--- src/rtl/pipe_stall_ctrl_pkg.sv ---
// Shared pipeline-control definitions: stage bit positions, stall FSM encodings
// and the NOP used when a stage register is bubbled.
package pipe_stall_ctrl_pkg;

    localparam int XLEN = 32;

    localparam int STG_IF  = 4;
    localparam int STG_ID  = 3;
    localparam int STG_EX  = 2;
    localparam int STG_MEM = 1;
    localparam int STG_WB  = 0;
    localparam int NUM_STAGES = STG_IF + 1;

    // addi x0, x0, 0
    localparam logic [XLEN-1:0] NOP_INSN = 32'h0000_0013;

    typedef enum logic [1:0] {
        ST_RUN     = 2'b00,
        ST_STALL   = 2'b01,
        ST_FLUSH   = 2'b10,
        ST_MEMWAIT = 2'b11
    } stall_state_t;

    localparam logic [NUM_STAGES-1:0] EN_ALL     = '1;
    localparam logic [NUM_STAGES-1:0] EN_WB_ONLY = NUM_STAGES'(1 << STG_WB);
    localparam logic [NUM_STAGES-1:0] BUB_ID     = NUM_STAGES'(1 << STG_ID);
    localparam logic [NUM_STAGES-1:0] BUB_WB     = NUM_STAGES'(1 << STG_WB);

    // Value a pipeline register loads when its bubble control is set.
    function automatic logic [XLEN-1:0] stage_insn(input logic [XLEN-1:0] insn,
                                                   input logic            bub);
        return bub ? NOP_INSN : insn;
    endfunction

endpackage

--- src/rtl/pipe_stall_ctrl_mask.sv ---
// Thermometer normalisation of a stage halt vector: every stage from IF down to
// the lowest requested stage is frozen, and the stage just below gets a bubble.
module stall_mask_gen
    import pipe_stall_ctrl_pkg::*;
(
    input  logic [NUM_STAGES-1:0] halt_req,
    output logic [NUM_STAGES-1:0] frozen,
    output logic [NUM_STAGES-1:0] bubble
);

    always_comb begin
        frozen    = '0;
        bubble    = '0;
        frozen[0] = halt_req[0];
        for (int i = 1; i < NUM_STAGES; i++) begin
            frozen[i] = frozen[i-1] | halt_req[i];
        end
        for (int i = 0; i < NUM_STAGES - 1; i++) begin
            bubble[i] = frozen[i+1] & ~frozen[i];
        end
    end

endmodule

--- src/rtl/pipe_stall_ctrl.sv ---
// Arbitrates memory wait, branch flush and hazard stall into per-stage
// register enables, bubble controls and the PC redirect strobe.
//
//   state   | meaning
//   --------+----------------------------------------------------------
//   RUN     | free-running, or first cycle of any new event
//   STALL   | hazard stall in progress, thermometer mask from halt_req
//   FLUSH   | squashing ID for the remaining post-branch cycles
//   MEMWAIT | everything but WB frozen until data memory is ready
module pipe_stall_ctrl
    import pipe_stall_ctrl_pkg::*;
#(
    parameter int FLUSH_CYCLES = 2,
    parameter int MAX_STALL    = 15
) (
    input  logic                  clk,
    input  logic                  rst,
    input  logic [NUM_STAGES-1:0] halt_req,
    input  logic                  taken_branch,
    input  logic                  dmem_req,
    input  logic                  dmem_ready,
    output logic [NUM_STAGES-1:0] stage_en,
    output logic [NUM_STAGES-1:0] bubble,
    output logic                  pc_redirect,
    output logic [1:0]            state,
    output logic [3:0]            stall_cnt,
    output logic                  stall_timeout
);

    localparam logic [3:0] FLUSH_LOAD = 4'(FLUSH_CYCLES - 1);

    stall_state_t          cur_state, state_nxt;
    logic [3:0]            flush_cnt, flush_nxt;
    logic [3:0]            cnt_nxt, cnt_inc;
    logic                  branch_pend, pend_nxt;
    logic                  timeout_nxt;
    logic                  mem_wait, br_eff;
    logic                  do_branch, enter_wait;
    logic [NUM_STAGES-1:0] frozen, mask_bubble;

    stall_mask_gen u_mask (
        .halt_req (halt_req),
        .frozen   (frozen),
        .bubble   (mask_bubble)
    );

    assign mem_wait = dmem_req & ~dmem_ready;
    assign br_eff   = taken_branch | branch_pend;
    assign state    = cur_state;

    always_ff @(posedge clk or negedge rst) begin
        if (!rst) begin
            cur_state     <= ST_RUN;
            flush_cnt     <= '0;
            stall_cnt     <= '0;
            branch_pend   <= 1'b0;
            stall_timeout <= 1'b0;
        end else begin
            cur_state     <= state_nxt;
            flush_cnt     <= flush_nxt;
            stall_cnt     <= cnt_nxt;
            branch_pend   <= pend_nxt;
            stall_timeout <= timeout_nxt;
        end
    end

    always_comb begin
        state_nxt   = cur_state;
        flush_nxt   = flush_cnt;
        cnt_nxt     = stall_cnt;
        pend_nxt    = branch_pend;
        timeout_nxt = stall_timeout;
        stage_en    = EN_ALL;
        bubble      = '0;
        pc_redirect = 1'b0;
        do_branch   = 1'b0;
        enter_wait  = 1'b0;
        cnt_inc     = (stall_cnt == 4'hF) ? stall_cnt : stall_cnt + 4'd1;

        case (cur_state)
            ST_RUN, ST_STALL: begin
                if (mem_wait) begin
                    enter_wait = 1'b1;
                // A branch cannot redirect while EX is held; it waits in branch_pend.
                end else if (br_eff && !(cur_state == ST_STALL && frozen[STG_EX])) begin
                    do_branch = 1'b1;
                end else begin
                    pend_nxt = br_eff;
                    stage_en = ~frozen;
                    bubble   = mask_bubble;
                    if (halt_req == '0) begin
                        state_nxt = ST_RUN;
                        cnt_nxt   = '0;
                    end else if (int'(cnt_inc) >= MAX_STALL) begin
                        timeout_nxt = 1'b1;
                        state_nxt   = ST_RUN;
                        cnt_nxt     = '0;
                    end else begin
                        state_nxt = ST_STALL;
                        cnt_nxt   = cnt_inc;
                    end
                end
            end
            ST_FLUSH: begin
                if (mem_wait) begin
                    enter_wait = 1'b1;
                end else if (taken_branch) begin
                    do_branch = 1'b1;
                end else begin
                    bubble = BUB_ID;
                    if (flush_cnt <= 4'd1) begin
                        state_nxt = ST_RUN;
                        flush_nxt = '0;
                    end else begin
                        flush_nxt = flush_cnt - 4'd1;
                    end
                end
            end
            ST_MEMWAIT: begin
                if (taken_branch) pend_nxt = 1'b1;
                if (mem_wait) begin
                    stage_en = EN_WB_ONLY;
                    bubble   = BUB_WB;
                end else begin
                    state_nxt = ST_RUN;
                end
            end
            default: state_nxt = ST_RUN;
        endcase

        if (enter_wait) begin
            stage_en  = EN_WB_ONLY;
            bubble    = BUB_WB;
            state_nxt = ST_MEMWAIT;
            flush_nxt = '0;
            cnt_nxt   = '0;
            pend_nxt  = br_eff;
        end

        if (do_branch) begin
            pc_redirect = 1'b1;
            stage_en    = EN_ALL;
            bubble      = BUB_ID;
            flush_nxt   = FLUSH_LOAD;
            state_nxt   = (FLUSH_CYCLES > 1) ? ST_FLUSH : ST_RUN;
            pend_nxt    = 1'b0;
            cnt_nxt     = '0;
        end

        if (!rst) begin
            stage_en    = '0;
            bubble      = '0;
            pc_redirect = 1'b0;
        end
    end

endmodule

--- config.mk ---
export PLATFORM = sky130hd
export DESIGN_NAME = pipe_stall_ctrl
export DESIGN_NICKNAME = d
export VERILOG_FILES = /design/src/rtl/pipe_stall_ctrl_pkg.sv /design/src/rtl/pipe_stall_ctrl_mask.sv /design/src/rtl/pipe_stall_ctrl.sv
export SDC_FILE = /design/constraint.sdc
export NUM_CORES = 1
export LEC_CHECK = 0
export BUFFER_PORTS_ARGS = -buffer_cell sky130_fd_sc_hd__buf_2
export CORE_ASPECT_RATIO = 1.2
export CORE_UTILIZATION = 55
export CTS_CLUSTER_DIAMETER = 50
export CTS_CLUSTER_SIZE = 40
export DETAILED_ROUTE_END_ITERATION = 16
export PLACE_DENSITY_LB_ADDON = 0.25
export SLEW_MARGIN = 5
export SYNTH_ARGS = -nofsm -noshare
export SYNTH_HDL_FRONTEND = slang
export SYNTH_HIERARCHICAL = 1
export SYNTH_SLANG_ARGS = --single-unit
--- constraint.sdc ---
create_clock -name clk -period 3.5 [get_ports clk]
set_clock_uncertainty 0.2 [all_clocks]
set_input_delay 0.525 -clock clk [delete_from_list [all_inputs] [get_ports clk]]
set_output_delay 0.525 -clock clk [all_outputs]
set_load 0.05 [all_outputs]
==> flow_metrics.py <==
metrics = {
    "status": {
        "outcome": "finished clean",
    },
    "finish": {
        "final_area_mm2": 0.00115,
        "syn2layout_area_growth_pct": 17.1,
        "drive_gt1_share_pct": 29.6,
        "layoutNonFillerInstCount": 160,
        "fin_nets": 156,
        "diodes": 0,
        "nFillCells": 138,
    },
    "clock_network": {
        "cts-htree-levels": 1,
        "cts_setup_buffers": 0,
        "cts_tree": "yes",
        "cts_sinks": 12,
        "clk_path_buf_depth": 2,
        "root_buffer": "clkbuf_4",
        "numCtsBuffers": 3,
        "clkTransAtPathRegs_ns": 0.08,
        "ctsResizeCount": 0,
        "clock_latency_ns": 0.27,
    },
    "timing": {
        "hold_violations": 0,
        "fin_crit_sh_pct": 77.7,
        "fin_crit_ns": 2.72,
        "maxSlewHeadroom_pct": 63.3,
        "max_freq_mhz": 368,
        "setup_viol": 0,
        "tns_ns": 0,
        "worst_slew_pin_slew_ns": 0.550,
        "grt_setup_unrepaired": "no",
        "finalWorstSetupSlack_ns": 0.780,
        "maxSlewViolCount": 0,
    },
    "global_routing": {
        "overflow": 0,
        "antenna_found_initial": 0,
        "grt_pass1_wl_mm": 2.86,
        "grtUsageTotal_pct": 21.4,
        "grt_pass1_vias": 698,
        "grt_max_degree": 16,
    },
    "drt": {
        "wirelength_mm": 1.97,
        "drt_iter0_markers": 16,
        "remaining_drc_errors": 0,
        "dr_total_vias": 906,
        "drtAntennaViolNets": 0,
        "wire_per_inst_um": 12.3,
        "vias_per_cell": 5.66,
        "dr.pass1.iters": 4,
    },
    "floorplanning": {
        "io_pins": 28,
        "dieWidth_um": 40.6,
        "rows": 16,
        "core_area_mm2": 0.00166,
        "initial_utilization_pct": 59.1,
        "die_h_um": 48.3,
        "fp.dieArea_mm2": 0.00196,
    },
    "setup_path": {
        "cp.arrival_ns": 2.00,
        "critical_path_class": "input port to primary output",
        "rr_startpoint": "stall_cnt[0]",
        "endpoint_kind": "primary output",
        "cp.required_ns": 2.77,
        "rr_worst_depth": 6,
        "reg2reg_slack_ns": 1.49,
        "crit_path_max_fanout": 15,
        "cp-start-kind": "input port",
        "rr_endpoint": "stall_cnt[0]",
    },
    "hold_path": {
        "hp-start": "stall_timeout",
        "hp-class": "flop to flop",
        "min_to": "stall_timeout",
        "whs_path_depth": 1,
    },
    "synth": {
        "syn-num-nets": 129,
        "synth_edf_count": 0,
        "synth_area_leaders": "dfrtp_1, a21oi_1, nand2_1, ha_1, inv_1",
        "synth-seq-cells": 12,
        "avgSynthCellArea_um2": 8.47,
        "synth_top_flop_cell": "dfrtp_1",
        "synth_area_leader_cell": "dfrtp_1",
        "synth.cell_area_um2": 982,
        "ys_seq_area_share_pct": 30.6,
        "netlist_instances": 116,
        "yosysTopAreaCellShare_pct": 30.6,
        "ys_warn_count": 6,
        "ys_top_cells_by_count": "dfrtp_1, nand2_1, a21oi_1",
        "ys_types": 48,
        "asyncSetResetFlopFracSynth_pct": 100,
    },
    "power_and_ir_drop": {
        "leakage_nw": 0.561,
        "powerDensity_mw_per_mm2": 741,
        "ir_drop_mv": 0.428,
        "power.total_mw": 0.852,
    },
    "placed_design": {
        "place_area_mm2": 0.00110,
        "numPlacedInstances": 155,
        "gp_congestion": 0.820,
        "dp_slack_ns": 0.873,
        "numPortBuffers": 26,
        "dp_hpwl_mm": 1.51,
    },
    "flow_run": {
        "cap_violations": 0,
    },
}
## layout by cell type (no fill, tap or decap), types with 2 or more instances in the layout
master,Yosys,layout
a22o_1,2,2
nand3_1,5,5
and3_1,3,3
nand2_1,12,12
dfrtp_1,12,12
nand3b_1,2,2
ha_1,3,3
a31oi_1,2,2
o21bai_1,2,2
nor2b_1,2,2
a21boi_2,2,2
clkbuf_4,0,3
nand2b_1,3,3
o21ai_0,5,5
a21oi_1,10,10
and2_1,2,2
nor2_1,7,7
buf_2,1,26
inv_1,8,8
o21ai_2,2,2
## area by class of cell
cell class	count	area, um2	share of cell area [%]
Clock buffer	4	36.3	3.16
Inverter	8	30.0	2.61
Multi-Input combinational cell	91	621	54.0
Sequential cell	12	300	26.1
Tap cell	18	22.5	1.96
Timing Repair Buffer	27	140	12.2
## how the worst max path moves through the flow
stage / from / to / slack, ns / depth (start not counted)
final: rst / stage_en[2] / 0.78 / 5
after detailed placement: taken_branch / bubble[0] / 0.87 / 6
after global placement: taken_branch / bubble[0] / 0.92 / 6
after floorplan: state[0] / bubble[0] / 0.64 / 5
after CTS: rst / stage_en[2] / 0.75 / 5
after global routing: rst / bubble[1] / 0.63 / 5
## critical path: stages
cell and delay (ns):
dlygate4sd3_1 0.52, buf_2 0.30, nand2_1 0.19, a31oi_1 0.18, buf_2 0.28
## state kept, by name, summed over array words and instances, names as in the netlist
name / cells
flush_cnt: 4
stall_cnt: 4
branch_pend: 1
state: 2
stall_timeout: 1
## metal layers
| layer | vias up | wire [um] | track usage (%) |
|---|---|---|---|
| li1 | 470 | - | - |
| met1 | 415 | 912 | 26.5 |
| met2 | 19 | 985 | 37.5 |
| met3 | 2 | 55 | 2.74 |
| met4 | 0 | 14 | 8.00 |
| met5 | - | 0 | 0 |
## what timing repair did
action / CTS / global route
endpoints found under the hold margin: 12 / 0
endpoints found under the setup margin: 0 / 0
hold buffers: 1 / 0
## report_power, final
group / internal [mW] / switching [mW] / total, mW
combinational: 0.165 / 0.324 / 0.490
clock: 0.0632 / 0.0482 / 0.111
sequential: 0.182 / 0.0690 / 0.251
## cell families (layout without fill, tap and decap cells)
kind of cell             after synthesis  in the layout  share of synthesized area (%)
AO/OA/AOI/OAI                         39             39                           30.1
adder cells (fa/ha/maj)                3              3                           3.82
flip-flops                            12             12                           30.6
other                                  1              1                          0.382
AND/OR/NAND/NOR                       47             47                           28.0
XOR/XNOR                               1              1                          0.892
buffers and inverters                 13             39                           6.24
## per-stage QoR
step	hold slack (ns)	util, %
4_1_cts	0.283	69.2
3_5_place_dp	0.238	66.4
5_1_grt	0.317	69.2
2_1_floorplan	0.0294	-
3_3_place_gp	0.241	66.4
6_report	0.281	69.2
Power figures use the tool's default switching activity.
